==> src/rtl/shifter_pkg.sv <==
// rtl/shifter_pkg.sv - shared op and state encodings for seq_shifter (SEQ_SHIFTER_ROR_EN-aware)
package shifter_pkg;

    typedef enum logic [1:0] {
        SH_PASS = 2'b00,
        SH_LSL  = 2'b01,
        SH_LSR  = 2'b10,
        SH_ASR  = 2'b11
    } shift_op_t;

    typedef enum logic [1:0] {
        S_IDLE,
        S_SHIFT,
        S_DONE
    } sh_state_t;

endpackage

==> src/rtl/shift_step.sv <==
// rtl/shift_step.sv - one combinational shift of 1..STEP positions; SEQ_SHIFTER_ROR_EN adds rotate-right on op 00
module shift_step
    import shifter_pkg::*;
#(
    parameter int WIDTH = 16,
    parameter int STEP  = 1,
    parameter int AW    = $clog2(WIDTH)
)
(
    input  logic [WIDTH-1:0] value,
    input  shift_op_t        op,
    input  logic [AW-1:0]    k,
    output logic [WIDTH-1:0] result,
    output logic             cout
);

    // kneg wraps to WIDTH-k; k is never 0 while the result is consumed
    logic [AW-1:0] kneg;
    logic [AW-1:0] klow;

    assign kneg = AW'(0) - k;
    assign klow = k - AW'(1);

    always_comb begin
        result = value;
        cout   = 1'b0;
        case (op)
            SH_LSL: begin
                result = value << k;
                cout   = value[kneg];
            end
            SH_LSR: begin
                result = value >> k;
                cout   = value[klow];
            end
            SH_ASR: begin
                result = unsigned'($signed(value) >>> k);
                cout   = value[klow];
            end
            default: begin
`ifdef SEQ_SHIFTER_ROR_EN
                result = (value >> k) | (value << kneg);
                cout   = value[klow];
`else
                result = value;
                cout   = 1'b0;
`endif
            end
        endcase
    end

endmodule

==> src/rtl/seq_shifter.sv <==
// rtl/seq_shifter.sv - multi-cycle variable shifter, STEP positions per clock; SEQ_SHIFTER_ROR_EN makes op 00 rotate right
module seq_shifter
    import shifter_pkg::*;
#(
    parameter  int WIDTH = 16,
    parameter  int STEP  = 1,
    localparam int AMT_W = $clog2(WIDTH)
)
(
    input  logic             clk,
    input  logic             reset,
    input  logic             start,
    input  logic [1:0]       op,
    input  logic [AMT_W-1:0] amount,
    input  logic [WIDTH-1:0] din,
    output logic             busy,
    output logic             done,
    output logic [WIDTH-1:0] dout,
    output logic             carry
);

    sh_state_t        state, state_nxt;
    shift_op_t        op_q;
    logic [AMT_W-1:0] rem;
    logic [AMT_W-1:0] k;
    logic [WIDTH-1:0] step_val;
    logic             step_cout;
    logic             accept;
    logic             zero_amt;

    assign accept = start && (state != S_SHIFT);

`ifdef SEQ_SHIFTER_ROR_EN
    assign zero_amt = (amount == '0);
`else
    assign zero_amt = (amount == '0) || (op == SH_PASS);
`endif

    assign k = (rem > AMT_W'(STEP)) ? AMT_W'(STEP) : rem;

    shift_step #(
        .WIDTH (WIDTH),
        .STEP  (STEP),
        .AW    (AMT_W)
    ) u_step (
        .value  (dout),
        .op     (op_q),
        .k      (k),
        .result (step_val),
        .cout   (step_cout)
    );

    always_ff @(posedge clk or posedge reset) begin
        if (reset) begin
            state <= S_IDLE;
        end else begin
            state <= state_nxt;
        end
    end

    always_comb begin
        state_nxt = state;
        busy      = 1'b0;
        done      = 1'b0;
        case (state)
            S_SHIFT: begin
                busy = 1'b1;
                if (rem == k) begin
                    state_nxt = S_DONE;
                end
            end
            S_IDLE, S_DONE: begin
                done = (state == S_DONE);
                if (accept) begin
                    state_nxt = zero_amt ? S_DONE : S_SHIFT;
                end else begin
                    state_nxt = S_IDLE;
                end
            end
            default: state_nxt = S_IDLE;
        endcase
    end

    always_ff @(posedge clk or posedge reset) begin
        if (reset) begin
            dout  <= '0;
            carry <= 1'b0;
            rem   <= '0;
            op_q  <= SH_PASS;
        end else if (accept) begin
            dout  <= din;
            carry <= 1'b0;
            op_q  <= shift_op_t'(op);
            rem   <= zero_amt ? '0 : amount;
        end else if (state == S_SHIFT) begin
            dout  <= step_val;
            carry <= step_cout;
            rem   <= rem - k;
        end
    end

endmodule

==> config.mk <==
export PLATFORM = sky130hd
export DESIGN_NAME = seq_shifter
export DESIGN_NICKNAME = d
export VERILOG_FILES = /design/src/rtl/shifter_pkg.sv /design/src/rtl/shift_step.sv /design/src/rtl/seq_shifter.sv
export SDC_FILE = /design/constraint.sdc
export NUM_CORES = 1
export LEC_CHECK = 0
export ABC_AREA = 1
export BUFFER_PORTS_ARGS = -buffer_cell sky130_fd_sc_hd__buf_4
export CAP_MARGIN = 20
export CORE_ASPECT_RATIO = 0.7
export CORE_MARGIN = 10
export CORE_UTILIZATION = 35
export CTS_CLUSTER_DIAMETER = 120
export DETAILED_ROUTE_END_ITERATION = 16
export PLACE_DENSITY = 0.68
export SLEW_MARGIN = 30
export SYNTH_ARGS = -nofsm -noshare
export SYNTH_HDL_FRONTEND = slang
export SYNTH_SLANG_ARGS = --single-unit
==> constraint.sdc <==
create_clock -name clk -period 2.7 [get_ports clk]
set_clock_uncertainty 0.15 [all_clocks]
set_input_delay 0.27 -clock clk [delete_from_list [all_inputs] [get_ports clk]]
set_output_delay 0.27 -clock clk [all_outputs]
set_load 0.05 [all_outputs]
==> results.yml <==
timing:
  hold_viol: 0
  drv_slew: 0
  fin_crit_sh_pct: 80.9
  fin_tns_setup_ns: 0
  fmax_ghz: 0.458
  rsz0062_at_grt: "false"
  period_needed_ns: 2.18
  finalSetupViolations: 0
flow_run:
  cap_violations: 0
global_routing:
  grt_pass1_wl_mm: 9.67
  grt-ovfl-total: 0
  grt_max_degree: 26
  grt_util_met3_pct: 3.91
  met2_usage_pct: 20.0
  met1_usage_pct: 18.6
  grt_use_total_pct: 13.3
  top_usage_layer: "met2"
  grt_pass1_vias: 1974
  antenna_found_initial: 0
clock_tree:
  clk_latency_ns: 0.28
  cts-resized-gates: 0
  cts_sinks: 25
  cts_htree_levels: 1
  numCtsBuffers: 3
  postCtsSetupBuffers: 0
  clockRootBuffer: "clkbuf_8"
  cts_buffer_depth: 2
  cts.clk_slew.worst_paths_ns: 0.09
  cts_tree: "yes"
place:
  numPortBuffers: 43
  placed_cells: 375
  hpwl_mm: 4.28
  gp_congestion: 0.913
power_and_ir_drop:
  clockPowerShare_pct: 7.0
  intPower_uw: 1440
  seq_power_share_pct: 21.2
  p_switching_uw: 1980
  power_frac_comb_pct: 71.8
  powerDensity_nw_per_um2: 1480
  vdd_drop_max_uv: 791
  p_leak_uw: 0.00115
  switching_share_pct: 57.9
die:
  die_width_microns: 108
  die_area_sq_um: 8770
  dieHeight_microns: 81.4
  start_util_pct: 36.1
  rows: 22
  core-area_sq_um: 5230
  ios: 44
setup_path:
  worstPathCellList: "nor2_4 -> nand2_4 -> inv_1 -> ha_1 -> inv_1 -> nand3_1 -> nand3_1 -> nand3_1 -> nand3_1 -> nand2_1 -> nand2_1 -> nand2_1"
  critPathMaxFanout: 9
  critPathSlowestCell: "dfrtp_1"
  required_ns: 2.73
  arrival_ns: 2.21
  cp_common_cell: "nand3_1"
  worst_setup_path_start_kind: "register"
  critPathMaxStageDelay_ns: 0.45
  end_kind: "register"
  critPathKind: "register to register"
synth:
  syn_nets: 292
  yosysWarnings: 0
  syn_area_sq_um: 1890
  synth_cells: 265
  synth_cell_types: 31
  syn_area_per_cell_sq_um: 7.12
  synth_seq_area_share_pct: 33.2
  synth-seq-cells: 25
cells_and_area:
  area.growth.synth_to_final_pct: 22.7
  diodes: 0
  fillCellCount: 565
  final_cell_mix: "nand2_1 (52), nand3_1 (52), buf_4 (49)"
  drive_gt1_share_pct: 23.1
  layout.cells.non_filler: 380
  fin_nets: 336
status:
  status: "finished clean"
route:
  vias: 2036
  dr.pass1.iters: 5
  via_per_inst: 5.36
  drcViolationCount: 0
  dr.first_iter.drc_count: 202
  drt-total-wl_mm: 5.73
  wire_per_inst_microns: 15.1
  detail-route-antenna-nets: 0
worst_hold_path:
  hp-class: "input pin to register"
-- worst max-delay path, delay by kind of cell, from the launching register on --
| kind | cells | cell delay, ns |
|---|---|---|
| buffers and inverters | 2 | 0.38 |
| DFF | 1 | 0.45 |
| adders and majority gates | 1 | 0.35 |
| and+or+nand+nor | 9 | 0.73 |
-- registers in the layout (all words and copies together) (netlist names) --
register,count
op_q,2
carry,1
state,2
dout,16
rem,4
-- path summary, 6_finish.rpt --
kind,slack (ns),startpoint,cells after the start,end
setup / recovery,0.52,rem[1]$_DFFE_PP0N_,12,carry$_DFFE_PP0N_
hold / removal,0.05,op[1],3,op_q[1]$_DFFE_PP0P_
setup reg to reg,0.52,rem[1]$_DFFE_PP0N_,12,carry$_DFFE_PP0N_
hold reg to reg,0.37,state[0]$_DFFE_PP0P_,1,state[0]$_DFFE_PP0P_
max in group asynchronous,1.69,reset,4,dout[14]$_DFFE_PP0P_
min in group asynchronous,0.45,reset,4,dout[3]$_DFFE_PP0P_
-- area by class of cell --
cell class | instances | area (sq um) | area share [%]
multi-input combinational | 194 | 1050 | 45.2
sequential | 25 | 626 | 27.0
timing repair buffer | 50 | 378 | 16.3
inverter | 35 | 131 | 5.67
tap | 72 | 90.1 | 3.89
clock buffer | 4 | 45.0 | 1.94
-- power by group through the flow --
stage                     clock, uW  sequential, uW  combinational (uW)
after floorplan                   0            1120                1460
after global placement            0             718                2440
final                           240             726                2460
after detailed placement          0             731                2440
after CTS                       250             725                2450
after global routing            261             748                2730
-- through the flow --
step	power [uW]	worst slack (ns)	utilization, %	hold WS [ns]	cell area (sq um)
after floorplan	2580	0.524	-	0.147	1890
after global placement	3150	0.650	43.2	0.204	2260
after detailed placement	3170	0.573	43.2	0.210	2260
after CTS	3420	0.541	44.3	0.0472	2320
after global routing	3740	0.280	44.3	0.0674	2320
final	3420	0.516	44.3	0.0528	2320
-- repair_timing --
action	in CTS	in global routing
setup endpoints to repair	0	0
hold endpoints to repair	25	0
hold buffers	1	0
-- layer usage --
metal,part of all wire [%],wire [microns]
met1,48,2780
met2,42,2430
met3,8.2,471
met4,0.91,52
met5,0,0
-- Yosys cell counts --
cell	n	area, sq um
nand2_4	2	22.5
buf_6	3	33.8
o2111ai_1	3	26.3
a21oi_1	18	90.1
nand3_1	52	260
dfrtp_1	25	626
o21ai_0	16	80.1
inv_1	31	116
buf_2	4	20.0
a21boi_0	2	15.0
nor2_2	1	6.26
a31oi_1	2	12.5
o21bai_1	1	7.51
a32oi_1	5	43.8
a22oi_1	1	7.51
o311ai_0	1	8.76
o22ai_1	5	31.3
nor2_4	4	45.0
inv_2	4	15.0
a32o_1	1	10.0
conb_1	1	3.75
o211ai_1	3	22.5
o221ai_1	1	8.76
buf_4	4	30.0
nor2_8	1	20.0
ha_1	2	25.0
nand3b_1	2	15.0
nand2_2	6	37.5
nor2_1	11	41.3
nand3_2	1	10.0
nand2_1	52	195
-- cells by family (layout without fill, tap and decap cells) --
| group | after synthesis | after routing | synth area share, % |
|---|---|---|---|
| compound gates | 59 | 59 | 19.3 |
| fa+ha+maj | 2 | 2 | 1.33 |
| other cells | 1 | 1 | 0.199 |
| flops | 25 | 25 | 33.2 |
| simple gates | 132 | 132 | 34.6 |
| buf+inv | 46 | 89 | 11.4 |
No activity file was read; power rests on OpenSTA's default activity.
